[config.mk]
export PLATFORM = sky130hd
export DESIGN_NAME = prefetch_unit
export DESIGN_NICKNAME = d
export VERILOG_FILES = /design/src/rtl/prefetch_unit_pkg.sv /design/src/rtl/fetch_fifo.sv /design/src/rtl/prefetch_unit.sv
export SDC_FILE = /design/constraint.sdc
export NUM_CORES = 1
export LEC_CHECK = 0
export ABC_AREA = 1
export BUFFER_PORTS_ARGS = -buffer_cell sky130_fd_sc_hd__clkbuf_2
export CORE_ASPECT_RATIO = 0.9
export CORE_MARGIN = 2
export CORE_UTILIZATION = 62
export DETAILED_ROUTE_END_ITERATION = 6
export GPL_ROUTABILITY_DRIVEN = 0
export PLACE_DENSITY = 0.94
export SKIP_LAST_GASP = 1
export SLEW_MARGIN = 25
export SYNTH_ARGS = -nofsm -noshare
export SYNTH_HDL_FRONTEND = slang
export SYNTH_HIERARCHICAL = 1
export SYNTH_SLANG_ARGS = --single-unit
export TNS_END_PERCENT = 10
[constraint.sdc]
create_clock -name clock -period 8.5 [get_ports clock]
set_clock_uncertainty 0.2 [all_clocks]
set_input_delay 1.275 -clock clock [delete_from_list [all_inputs] [get_ports clock]]
set_output_delay 1.275 -clock clock [all_outputs]
set_load 0.03 [all_outputs]
[src/rtl/prefetch_unit_pkg.sv]
// Shared definitions for the prefetch front end.
// Architecture macros get defaults here when no shared header supplies them.
// Optional feature macro used by this slice: PREFETCH_PERF_EN (performance counters).
`ifndef ADDRESS_SIZE
`define ADDRESS_SIZE 16
`endif
`ifndef INSTRUCTION_SIZE
`define INSTRUCTION_SIZE 32
`endif
`ifndef NOP_INST
`define NOP_INST 32'h0000_0013
`endif
`ifndef PREFETCH_DEPTH
`define PREFETCH_DEPTH 4
`endif

package prefetch_unit_pkg;

    // Width of the performance counters.
    localparam int unsigned PERF_W = 32;

    // Bits needed to hold a value in 0..depth inclusive.
    function automatic int unsigned cnt_width(input int unsigned depth);
        return $clog2(depth + 1);
    endfunction

endpackage

[src/rtl/fetch_fifo.sv]
// Synchronous FIFO with flush holding {pc, instruction} pairs for the prefetch unit.
// Storage is not reset; only pointers and the occupancy count are.
module fetch_fifo
    import prefetch_unit_pkg::*;
#(
    parameter int unsigned WIDTH = 48,
    parameter int unsigned DEPTH = 4,
    localparam int unsigned CNT_W = cnt_width(DEPTH),
    localparam int unsigned PTR_W = $clog2(DEPTH)
) (
    input  logic             clock,
    input  logic             reset,
    input  logic             push,
    input  logic             pop,
    input  logic             flush,
    input  logic [WIDTH-1:0] wdata,
    output logic [WIDTH-1:0] rdata,
    output logic             full,
    output logic             empty,
    output logic [CNT_W-1:0] count
);

    logic [WIDTH-1:0] mem_q [DEPTH];
    logic [PTR_W-1:0] wr_ptr_q, wr_ptr_d;
    logic [PTR_W-1:0] rd_ptr_q, rd_ptr_d;
    logic [CNT_W-1:0] count_q, count_d;
    logic             do_push;
    logic             do_pop;

    assign empty = (count_q == '0);
    assign full  = (count_q == CNT_W'(DEPTH));
    assign count = count_q;
    assign rdata = mem_q[rd_ptr_q];

    // A flush wins over both push and pop; a push into a full queue needs a same-cycle pop.
    assign do_pop  = pop && !empty && !flush;
    assign do_push = push && (!full || do_pop) && !flush;

    // Next pointer and occupancy values; pointers wrap naturally since DEPTH is a power of 2.
    always_comb begin
        wr_ptr_d = wr_ptr_q;
        rd_ptr_d = rd_ptr_q;
        count_d  = count_q;
        if (flush) begin
            wr_ptr_d = '0;
            rd_ptr_d = '0;
            count_d  = '0;
        end else begin
            if (do_push) wr_ptr_d = wr_ptr_q + PTR_W'(1);
            if (do_pop)  rd_ptr_d = rd_ptr_q + PTR_W'(1);
            case ({do_push, do_pop})
                2'b10:   count_d = count_q + CNT_W'(1);
                2'b01:   count_d = count_q - CNT_W'(1);
                default: count_d = count_q;
            endcase
        end
    end

    // Control state registers.
    always_ff @(posedge clock or negedge reset) begin
        if (!reset) begin
            wr_ptr_q <= '0;
            rd_ptr_q <= '0;
            count_q  <= '0;
        end else begin
            wr_ptr_q <= wr_ptr_d;
            rd_ptr_q <= rd_ptr_d;
            count_q  <= count_d;
        end
    end

    // Entry storage write.
    always_ff @(posedge clock) begin
        if (do_push) mem_q[wr_ptr_q] <= wdata;
    end

endmodule

[src/rtl/prefetch_unit.sv]
// Instruction prefetch front end: issues in-order fetches ahead of decode, buffers
// responses in a small queue, and drives the registered stage-1 output.
// A jump flushes the queue and drops responses still in flight.
// Optional feature macro: PREFETCH_PERF_EN adds perf_fetch_cnt / perf_drop_cnt.
module prefetch_unit
    import prefetch_unit_pkg::*;
#(
    parameter int unsigned DEPTH    = `PREFETCH_DEPTH,
    parameter int unsigned ADDR_W   = `ADDRESS_SIZE,
    parameter int unsigned INST_W   = `INSTRUCTION_SIZE,
    parameter logic [ADDR_W-1:0] RESET_PC = '0
) (
    input  logic              clock,
    input  logic              reset,
    input  logic              halt,
    input  logic              stall,
    input  logic              jump,
    input  logic [ADDR_W-1:0] jump_pc,
    output logic              imem_req,
    output logic [ADDR_W-1:0] imem_addr,
    input  logic              imem_gnt,
    input  logic              imem_rvalid,
    input  logic [INST_W-1:0] imem_rdata,
    output logic [INST_W-1:0] instruction_out,
    output logic [ADDR_W-1:0] pc_out,
    output logic              valid_out
`ifdef PREFETCH_PERF_EN
    ,
    output logic [PERF_W-1:0] perf_fetch_cnt,
    output logic [PERF_W-1:0] perf_drop_cnt
`endif
);

    localparam int unsigned CNT_W = cnt_width(DEPTH);
    localparam logic [INST_W-1:0] NOP = INST_W'(`NOP_INST);

    logic [ADDR_W-1:0] fetch_pc_q, fetch_pc_d;
    logic [ADDR_W-1:0] resp_pc_q, resp_pc_d;
    logic [ADDR_W-1:0] pc_out_q, pc_out_d;
    logic [INST_W-1:0] inst_out_q, inst_out_d;
    logic              valid_out_q, valid_out_d;
    logic [CNT_W-1:0]  outstanding_q, outstanding_d;
    logic [CNT_W-1:0]  drop_q, drop_d;

    logic [CNT_W-1:0]         fifo_cnt;
    logic                     fifo_full;
    logic                     fifo_empty;
    logic [ADDR_W+INST_W-1:0] fifo_rdata;
    logic [CNT_W:0]           in_flight;
    logic                     hold;
    logic                     jump_take;
    logic                     issue;
    logic                     push;
    logic                     pop;
    logic                     rsp_discard;

    // Halt/stall freeze the output stage, so a jump is only taken when neither is set.
    assign hold      = halt || stall;
    assign jump_take = jump && !hold;
    assign in_flight = {1'b0, fifo_cnt} + {1'b0, outstanding_q};
    assign imem_req  = !halt && !jump && (in_flight < (CNT_W+1)'(DEPTH));
    assign imem_addr = fetch_pc_q;
    assign issue     = imem_req && imem_gnt;

    // A response is kept only when nothing remains to be dropped and no flush happens this cycle.
    assign rsp_discard = imem_rvalid && ((drop_q != '0) || jump_take);
    assign push        = imem_rvalid && (drop_q == '0) && !jump_take;
    assign pop         = !hold && !jump_take && !fifo_empty;

    assign instruction_out = inst_out_q;
    assign pc_out          = pc_out_q;
    assign valid_out       = valid_out_q;

    fetch_fifo #(
        .WIDTH (ADDR_W + INST_W),
        .DEPTH (DEPTH)
    ) u_fifo (
        .clock (clock),
        .reset (reset),
        .push  (push),
        .pop   (pop),
        .flush (jump_take),
        .wdata ({resp_pc_q, imem_rdata}),
        .rdata (fifo_rdata),
        .full  (fifo_full),
        .empty (fifo_empty),
        .count (fifo_cnt)
    );

    // Next-state for fetch/response PCs, in-flight bookkeeping and the stage-1 output.
    always_comb begin
        fetch_pc_d    = fetch_pc_q;
        resp_pc_d     = resp_pc_q;
        pc_out_d      = pc_out_q;
        inst_out_d    = inst_out_q;
        valid_out_d   = valid_out_q;
        outstanding_d = outstanding_q + CNT_W'(issue) - CNT_W'(imem_rvalid);
        drop_d        = drop_q;

        if (jump_take) begin
            fetch_pc_d = jump_pc;
            resp_pc_d  = jump_pc;
            // Everything still in flight after this cycle belongs to the old path.
            drop_d     = outstanding_q - CNT_W'(imem_rvalid);
        end else begin
            if (issue)                            fetch_pc_d = fetch_pc_q + ADDR_W'(1);
            if (push)                             resp_pc_d  = resp_pc_q + ADDR_W'(1);
            if (imem_rvalid && (drop_q != '0))    drop_d     = drop_q - CNT_W'(1);
        end

        if (hold) begin
            pc_out_d    = pc_out_q;
            inst_out_d  = inst_out_q;
            valid_out_d = valid_out_q;
        end else if (jump_take) begin
            pc_out_d    = jump_pc;
            inst_out_d  = NOP;
            valid_out_d = 1'b0;
        end else if (!fifo_empty) begin
            pc_out_d    = fifo_rdata[ADDR_W+INST_W-1:INST_W];
            inst_out_d  = fifo_rdata[INST_W-1:0];
            valid_out_d = 1'b1;
        end else begin
            inst_out_d  = NOP;
            valid_out_d = 1'b0;
        end
    end

    // Architectural state registers.
    always_ff @(posedge clock or negedge reset) begin
        if (!reset) begin
            fetch_pc_q    <= RESET_PC;
            resp_pc_q     <= RESET_PC;
            pc_out_q      <= RESET_PC;
            inst_out_q    <= NOP;
            valid_out_q   <= 1'b0;
            outstanding_q <= '0;
            drop_q        <= '0;
        end else begin
            fetch_pc_q    <= fetch_pc_d;
            resp_pc_q     <= resp_pc_d;
            pc_out_q      <= pc_out_d;
            inst_out_q    <= inst_out_d;
            valid_out_q   <= valid_out_d;
            outstanding_q <= outstanding_d;
            drop_q        <= drop_d;
        end
    end

`ifdef PREFETCH_PERF_EN
    logic [PERF_W-1:0] perf_fetch_q, perf_fetch_d;
    logic [PERF_W-1:0] perf_drop_q, perf_drop_d;

    assign perf_fetch_cnt = perf_fetch_q;
    assign perf_drop_cnt  = perf_drop_q;

    // Count granted fetches, and discarded responses plus entries lost to a flush.
    always_comb begin
        perf_fetch_d = perf_fetch_q + PERF_W'(issue);
        perf_drop_d  = perf_drop_q + PERF_W'(rsp_discard)
                     + (jump_take ? PERF_W'(fifo_cnt) : '0);
    end

    // Performance counter registers; wrap freely.
    always_ff @(posedge clock or negedge reset) begin
        if (!reset) begin
            perf_fetch_q <= '0;
            perf_drop_q  <= '0;
        end else begin
            perf_fetch_q <= perf_fetch_d;
            perf_drop_q  <= perf_drop_d;
        end
    end
`endif

`ifndef SYNTHESIS
    // Memory must not answer a request that was never issued.
    a_rvalid_with_outstanding: assert property (@(posedge clock) disable iff (!reset)
        !(imem_rvalid && (outstanding_q == '0)))
        else $error("prefetch_unit: imem_rvalid with no request outstanding");

    // Memory must not grant a request that is not being made.
    a_gnt_with_req: assert property (@(posedge clock) disable iff (!reset)
        !(imem_gnt && !imem_req))
        else $error("prefetch_unit: imem_gnt without imem_req");

    // The in-flight bound guarantees a kept response always finds room.
    a_push_fits: assert property (@(posedge clock) disable iff (!reset)
        !(push && fifo_full && !pop))
        else $error("prefetch_unit: response pushed into a full queue");
`endif

endmodule
Word-level counts from Yosys, hierarchy flattened --
Memories as Yosys holds them, arrays and structs flattened. Cells that the tools add are included.
Storage, ports and cells: register bits 94, bits in writable memories 192, input bits 55, output and inout bits 66, logic and storage cells 79, memories 1
Memory list:
- u_fifo.mem_q | depth 4, width 48, read ports 1, clocked after memory_dff 0, wr ports 1, RTL line fetch_fifo.sv:23 | logic [WIDTH-1:0] mem_q [DEPTH];
Cells by class: add/sub/neg operators 11, magnitude comparators 1, equal/unequal tests 4, muxes and demuxes 20, bitwise gates (word level) 1, reduce and logical (&&, ||, !) cells 31
Operators by type and width (number):
- $mux W16 | 6
- $mux W32 | 2
- $add A16 B1 Y16 const B | 2
- $logic_and A1 B1 Y1 | 13
- $reduce_bool A2 Y1 | 5
- $mux W3 | 3
- $mux W2 | 4
- $logic_not A1 Y1 | 6
- $logic_not A3 Y1 | 2
- $pmux W3 S2 | 1
- $reduce_bool A3 Y1 | 2
- $sub A3 B1 Y3 | 2
- $sub A3 B1 Y3 const B | 2
- $add A2 B1 Y2 const B | 2
- $add A3 B3 Y4 | 1
- $lt A4 B3 Y1 const B | 1
- $mux W1 | 4
- $add A3 B1 Y3 | 1
- $add A3 B1 Y3 const B | 1
- $eq A3 B3 Y1 const B | 1
- $eq A2 B1 Y1 const B | 1
- $eq A2 B2 Y1 const B | 1
- $logic_or A1 B1 Y1 | 2
- $ne A2 B1 Y1 const B | 1
- other kinds (2) | 2

Logic depth before layout (Yosys ltp) --
depth in word-level cells 14, gate-level depth with buffers 17, mapped depth without buffers 16

Hierarchy --
Netlist, hierarchy kept.
By module, submodules not included:
- fetch_fifo | times used 1, cells each 534, area each 7641.1 sq um, sequential area each 5940.7 sq um
- prefetch_unit | times used 1, cells each 532, area each 4454.3 sq um, sequential area each 2180.8 sq um

Worst setup path before layout --
No wires, ideal clock.
path kind input -> register, start point input port halt, end point memory u_fifo.mem_q[0][0] (enable), library setup time 454 ps, data arrival time 4309 ps, data required time 7846 ps, setup slack 3538 ps, cell stages on the path 8, buffers on the path 1, path through nor2_4 > inv_2 > nor3_2 > buf_2 > nand2_4 > o21ai_4 > nand3_4 > nor2_1
On the way: cells in the longest elaborated chain, start to end 13, elaborated cells on any way between the ends 14, those cells by class 2 x mux; 12 x reduce/logical
RTL lines:
- start, declared | RTL line prefetch_unit.sv:15 | input logic halt,
- $logic_or A1 B1 Y1 (*) | RTL line prefetch_unit.sv:58 | assign hold = halt || stall;
- $logic_not A1 Y1 (*) | RTL line prefetch_unit.sv:59, prefetch_unit.sv:68
- $logic_and A1 B1 Y1 | RTL line prefetch_unit.sv:59 | assign jump_take = jump && !hold;
- $logic_not A1 Y1 | RTL line prefetch_unit.sv:68 | assign pop = !hold && !jump_take && !fifo_empty;
- $logic_and A1 B1 Y1 (*) (2 in a row) | RTL line prefetch_unit.sv:68
- named net pop | RTL line prefetch_unit.sv:54 | logic pop;
- $logic_and A1 B1 Y1 (*) (2 in a row) | RTL line fetch_fifo.sv:36 | assign do_pop = pop && !empty && !flush;
- $logic_or A1 B1 Y1 (*) | RTL line fetch_fifo.sv:37 | assign do_push = push && (!full || do_pop) && !flush;
- $logic_and A1 B1 Y1 (*) (2 in a row) | RTL line fetch_fifo.sv:37
- $mux W1 (*) | RTL line fetch_fifo.sv:74 | if (do_push) mem_q[wr_ptr_q] <= wdata;
- $mux W1 (implied by the code) (*) | RTL line fetch_fifo.sv:74
- end, declared | RTL line fetch_fifo.sv:23
The timed path passes the listed nets; every way through them passes the cells marked *.

Worst setup path in the final report --
start point input port halt, end point register u_fifo.count_q[2], in the netlist u_fifo/count[2]
On the way: elaborated cells on any way between the ends 17, those cells by class 2 x eq/ne; 2 x mux; 13 x reduce/logical
RTL lines:
- $logic_or A1 B1 Y1 (*) | RTL line prefetch_unit.sv:58
- $logic_not A1 Y1 (*) | RTL line prefetch_unit.sv:59
- $logic_and A1 B1 Y1 (*) | RTL line prefetch_unit.sv:59
- $logic_not A1 Y1 (*) | RTL line prefetch_unit.sv:67 | assign push = imem_rvalid && (drop_q == '0) && !jump_take;
- $logic_and A1 B1 Y1 (*) | RTL line prefetch_unit.sv:67
- named net push | RTL line prefetch_unit.sv:53 | logic push;
- $logic_and A1 B1 Y1 (*) (2 in a row) | RTL line fetch_fifo.sv:37
- $eq A2 B1 Y1 / $eq A2 B2 Y1 (equally long branches) | RTL line fetch_fifo.sv:51 | case ({do_push, do_pop})
- $pmux W3 S2 | RTL line fetch_fifo.sv:51
- $mux W3 | RTL line fetch_fifo.sv:44 | if (flush) begin
- end signal, assigned | RTL line fetch_fifo.sv:68 | count_q <= count_d;
- end, declared | RTL line fetch_fifo.sv:26 | logic [CNT_W-1:0] count_q, count_d;
Marks and branches as above. A chain may end at the register's enable or synchronous reset.

==> metrics.cfg <==
[run_status]
status = complete, but fails checks
violations = DRC

[worst_setup_path]
endpoint_kind = register
path_buf_inv = 6
slowest_delay_ps = 490
cp-start-kind = input port
crit_top_cell = nand2_1
cpLargestDelayFamily = simple AND/OR/NAND/NOR gates
crit_type = input port to register
worstPathArrival_ps = 4040
crit_chain = clkbuf_2 -> nor2_4 -> nand2_4 -> inv_4 -> nor2_1 -> inv_1 -> nand4_2 -> inv_1 -> fa_1 -> inv_1 -> nand2_1 -> nand2_1 -> inv_1 -> nand2_1 -> nand2_1 -> nand3_1 -> nand2_1
cp_max_fo = 54
required_ps = 8720
slowest_stage = nand2_4

[synthesis]
syn_nets = 1137
ys_ff_latch = 286
yosysUniqueCellTypes = 42
synth_edf_count = 192
synth_xor_area_share_pct = 0.290
ys_seq_area_share_pct = 67.1
synth_area_um2 = 12100
yosysWarnings = 6
netlist_instances = 1066
synth_simple_gate_area_share_pct = 14.3
avgSynthCellArea_um2 = 11.3
synth_adder_area_share_pct = 1.78
synth_top_family_by_area = simple AND/OR/NAND/NOR gates
muxShareOfSynthArea_pct = 0
synthFlopType = edfxtp_1
synth_compound_area_share_pct = 12.1
synth_async_sr_flop_share_pct = 32.9

[power]
peakVddDrop_mv = 0.165
p_sw_mw = 1.81
p_clk_share_pct = 27.2
p_leak_nw = 5.64
p_per_area_nw_per_um2 = 346
p_int_mw = 2.98
seqPwrFrac_pct = 41.4
pwr-share-comb_pct = 31.4
swShare_pct = 37.8

[timing]
setup_violations = 0
final.min_clock_period_ps = 3820
hold_slack_ps = 291
drv_slew = 0
finalSetupTns_ps = 0
tightest_slew_ps = 940
fin_crit_sh_pct = 44.9
max_freq_mhz = 262
rsz0062_at_grt = no
hold_violations = 0
relSlewSlack_pct = 37.4

[global_route]
antenna_found_initial = 0
grt_pass1_vias = 9061
grt_usage_pct = 30.2
grt_pass1_wl_um = 48100
grt_max_degree = 99
overflow = 0

[finish]
multi_input_area_um2 = 3480
fill_cells = 1061
drive_above_1_share_pct = 17.4
area_delta_synth_final_pct = 14.4
final_area_um2 = 13800
layout.nets = 1245
regArea_um2 = 8120
insertedDiodeCount = 0

[clocking]
insertion_delay_ps = 550
cts_setup_buffers = 0
clk_pin_slew_worst_paths_ps = 60
cts-hold-fix-buffers = 0
root_buffer = clkbuf_16
cts_inserted_buffers = 28
cts-resized-gates = 0
htreeDepth = 1
clockBufferDepth = 3
numClockSinks = 286
cts_tree = yes

[min_path]
min_path_type = register to register

[routing]
totalWireLength_um = 31100
route.detailed.drc = 29
dr.pass1.iters = 7
postRouteAntennaNets = 0
dr_total_vias = 9424
via_per_inst = 6.52
drtIter0Drc = 1729
wl_per_cell_um = 21.5

[die]
die_x_um = 151
core_area_um2 = 19200
rows = 48
start_util_pct = 63.1
dieArea_um2 = 20600
io_pins = 121
die_y_um = 137

[placement]
hpwl_um = 17000
port_buffers = 120
placed_area_um2 = 12900

[run]
cap_violations = 0

-- area by class of cell --
type,count,area share (%)
multi-input combinational,660,25.2
sequential,286,58.7
clock buffer,40,5.82
timing repair buffer,129,4.85
clock inverter,12,1.31
tap,250,2.26
inverter,69,1.91
-- synthesized netlist by cell type (4+ instances only) --
library cell	number	area, µm²
edfxtp_1	192	5770
nor2_1	163	612
nand2_1	145	544
o21ai_0	103	515
dfrtp_1	91	2280
inv_1	64	240
nand3_1	54	270
o22ai_1	51	319
a22o_1	29	254
a31oi_1	22	138
buf_2	18	90.1
clkbuf_1	17	63.8
nand4_1	15	93.8
ha_1	14	175
a21oi_1	11	55.1
buf_4	9	67.6
o211ai_1	8	60.1
o21ai_1	8	40.0
nand2_4	4	45.0
-- worst reg2reg max path, delay by kind of cell, from the launching register on --
family,cells,cell delay [ps]
AND/OR/NAND/NOR,9,1320
adder cells (fa/ha/maj),2,580
buffers and inverters,5,460
flip-flops,1,360
-- power groups by stage --
stage	logic (mW)	registers (mW)	clock network (mW)
5_1_grt	1.61	2.00	1.36
4_1_cts	1.47	1.97	1.31
3_5_place_dp	1.42	1.99	0
3_3_place_gp	1.35	1.98	0
6_report	1.50	1.98	1.30
2_1_floorplan	0.810	2.18	0
-- final timing paths --
| path | cells after the start | startpoint | endpoint | slack, ps |
|---|---|---|---|---|
| hold reg to reg | 2 | valid_out$_DFFE_PN0N_ | valid_out$_DFFE_PN0N_ | 290 |
| hold / removal | 2 | valid_out$_DFFE_PN0N_ | valid_out$_DFFE_PN0N_ | 290 |
| setup / recovery | 17 | halt | u_fifo/count[2]$_DFFE_PN0P_ | 4680 |
| setup reg to reg | 16 | drop_q[0]$_DFFE_PN0P_ | u_fifo/count[2]$_DFFE_PN0P_ | 5460 |
| max in group asynchronous | 2 | reset | instruction_out[5]$_DFFE_PN0N_ | 6420 |
| min in group asynchronous | 1 | reset | drop_q[2]$_DFFE_PN0P_ | 470 |
-- stage by stage --
stage / util [%] / instances / setup slack (ps) / total power [mW]
floorplan: - / 1066 / 3540 / 2.99
global placement: 67.0 / 1394 / 4400 / 3.33
detailed placement: 67.1 / 1394 / 4260 / 3.41
CTS: 72.2 / 1446 / 4770 / 4.76
global route: 72.2 / 1446 / 4510 / 4.97
finish: 72.2 / 1446 / 4680 / 4.79
-- routing by layer --
| metal | part of all wire, % | up-vias | track usage [%] |
|---|---|---|---|
| met5 | 0 | - | 0 |
| met4 | 6.0 | 0 | 15.4 |
| met3 | 10 | 223 | 5.93 |
| met2 | 49 | 801 | 49.5 |
| met1 | 35 | 4392 | 38.6 |
| li1 | - | 4008 | - |
-- flip-flops by register name (all words and copies together) (netlist names) --
register	flops
u_fifo/count	3
valid_out	1
drop_q	3
imem_addr	16
u_fifo/wr_ptr_q	2
pc_out	16
outstanding_q	3
u_fifo/rd_ptr_q	2
u_fifo/mem_q	192
instruction_out	32
resp_pc_q	16
-- kinds of logic after synthesis --
family	after synthesis
XOR/XNOR	4
AND/OR/NAND/NOR	399
AO/OA/AOI/OAI	241
adder cells (fa/ha/maj)	16
buffers and inverters	120
flip-flops	286
-- layout by cell type, fill, tap and decap left out, types with 3 or more instances in the layout --
master / n
nand3_1: 54
clkbuf_2: 119
clkbuf_16: 28
dfstp_2: 3
dfrtp_1: 90
a21oi_1: 11
buf_4: 10
inv_2: 3
o211ai_1: 8
bufinv_16: 4
nor2_1: 159
ha_1: 14
nand3b_1: 3
a22o_1: 29
nor3_1: 3
nor2_2: 3
nand2_1: 145
o22ai_1: 51
nand4_1: 15
o21ai_1: 8
clkbuf_8: 6
clkbuf_1: 6
edfxtp_1: 192
inv_1: 64
nand2_4: 4
nor2_4: 7
a31oi_1: 22
clkinv_2: 3
o21ai_0: 103
o21bai_1: 3
Note: power is estimated with default switching activity, not from simulation.
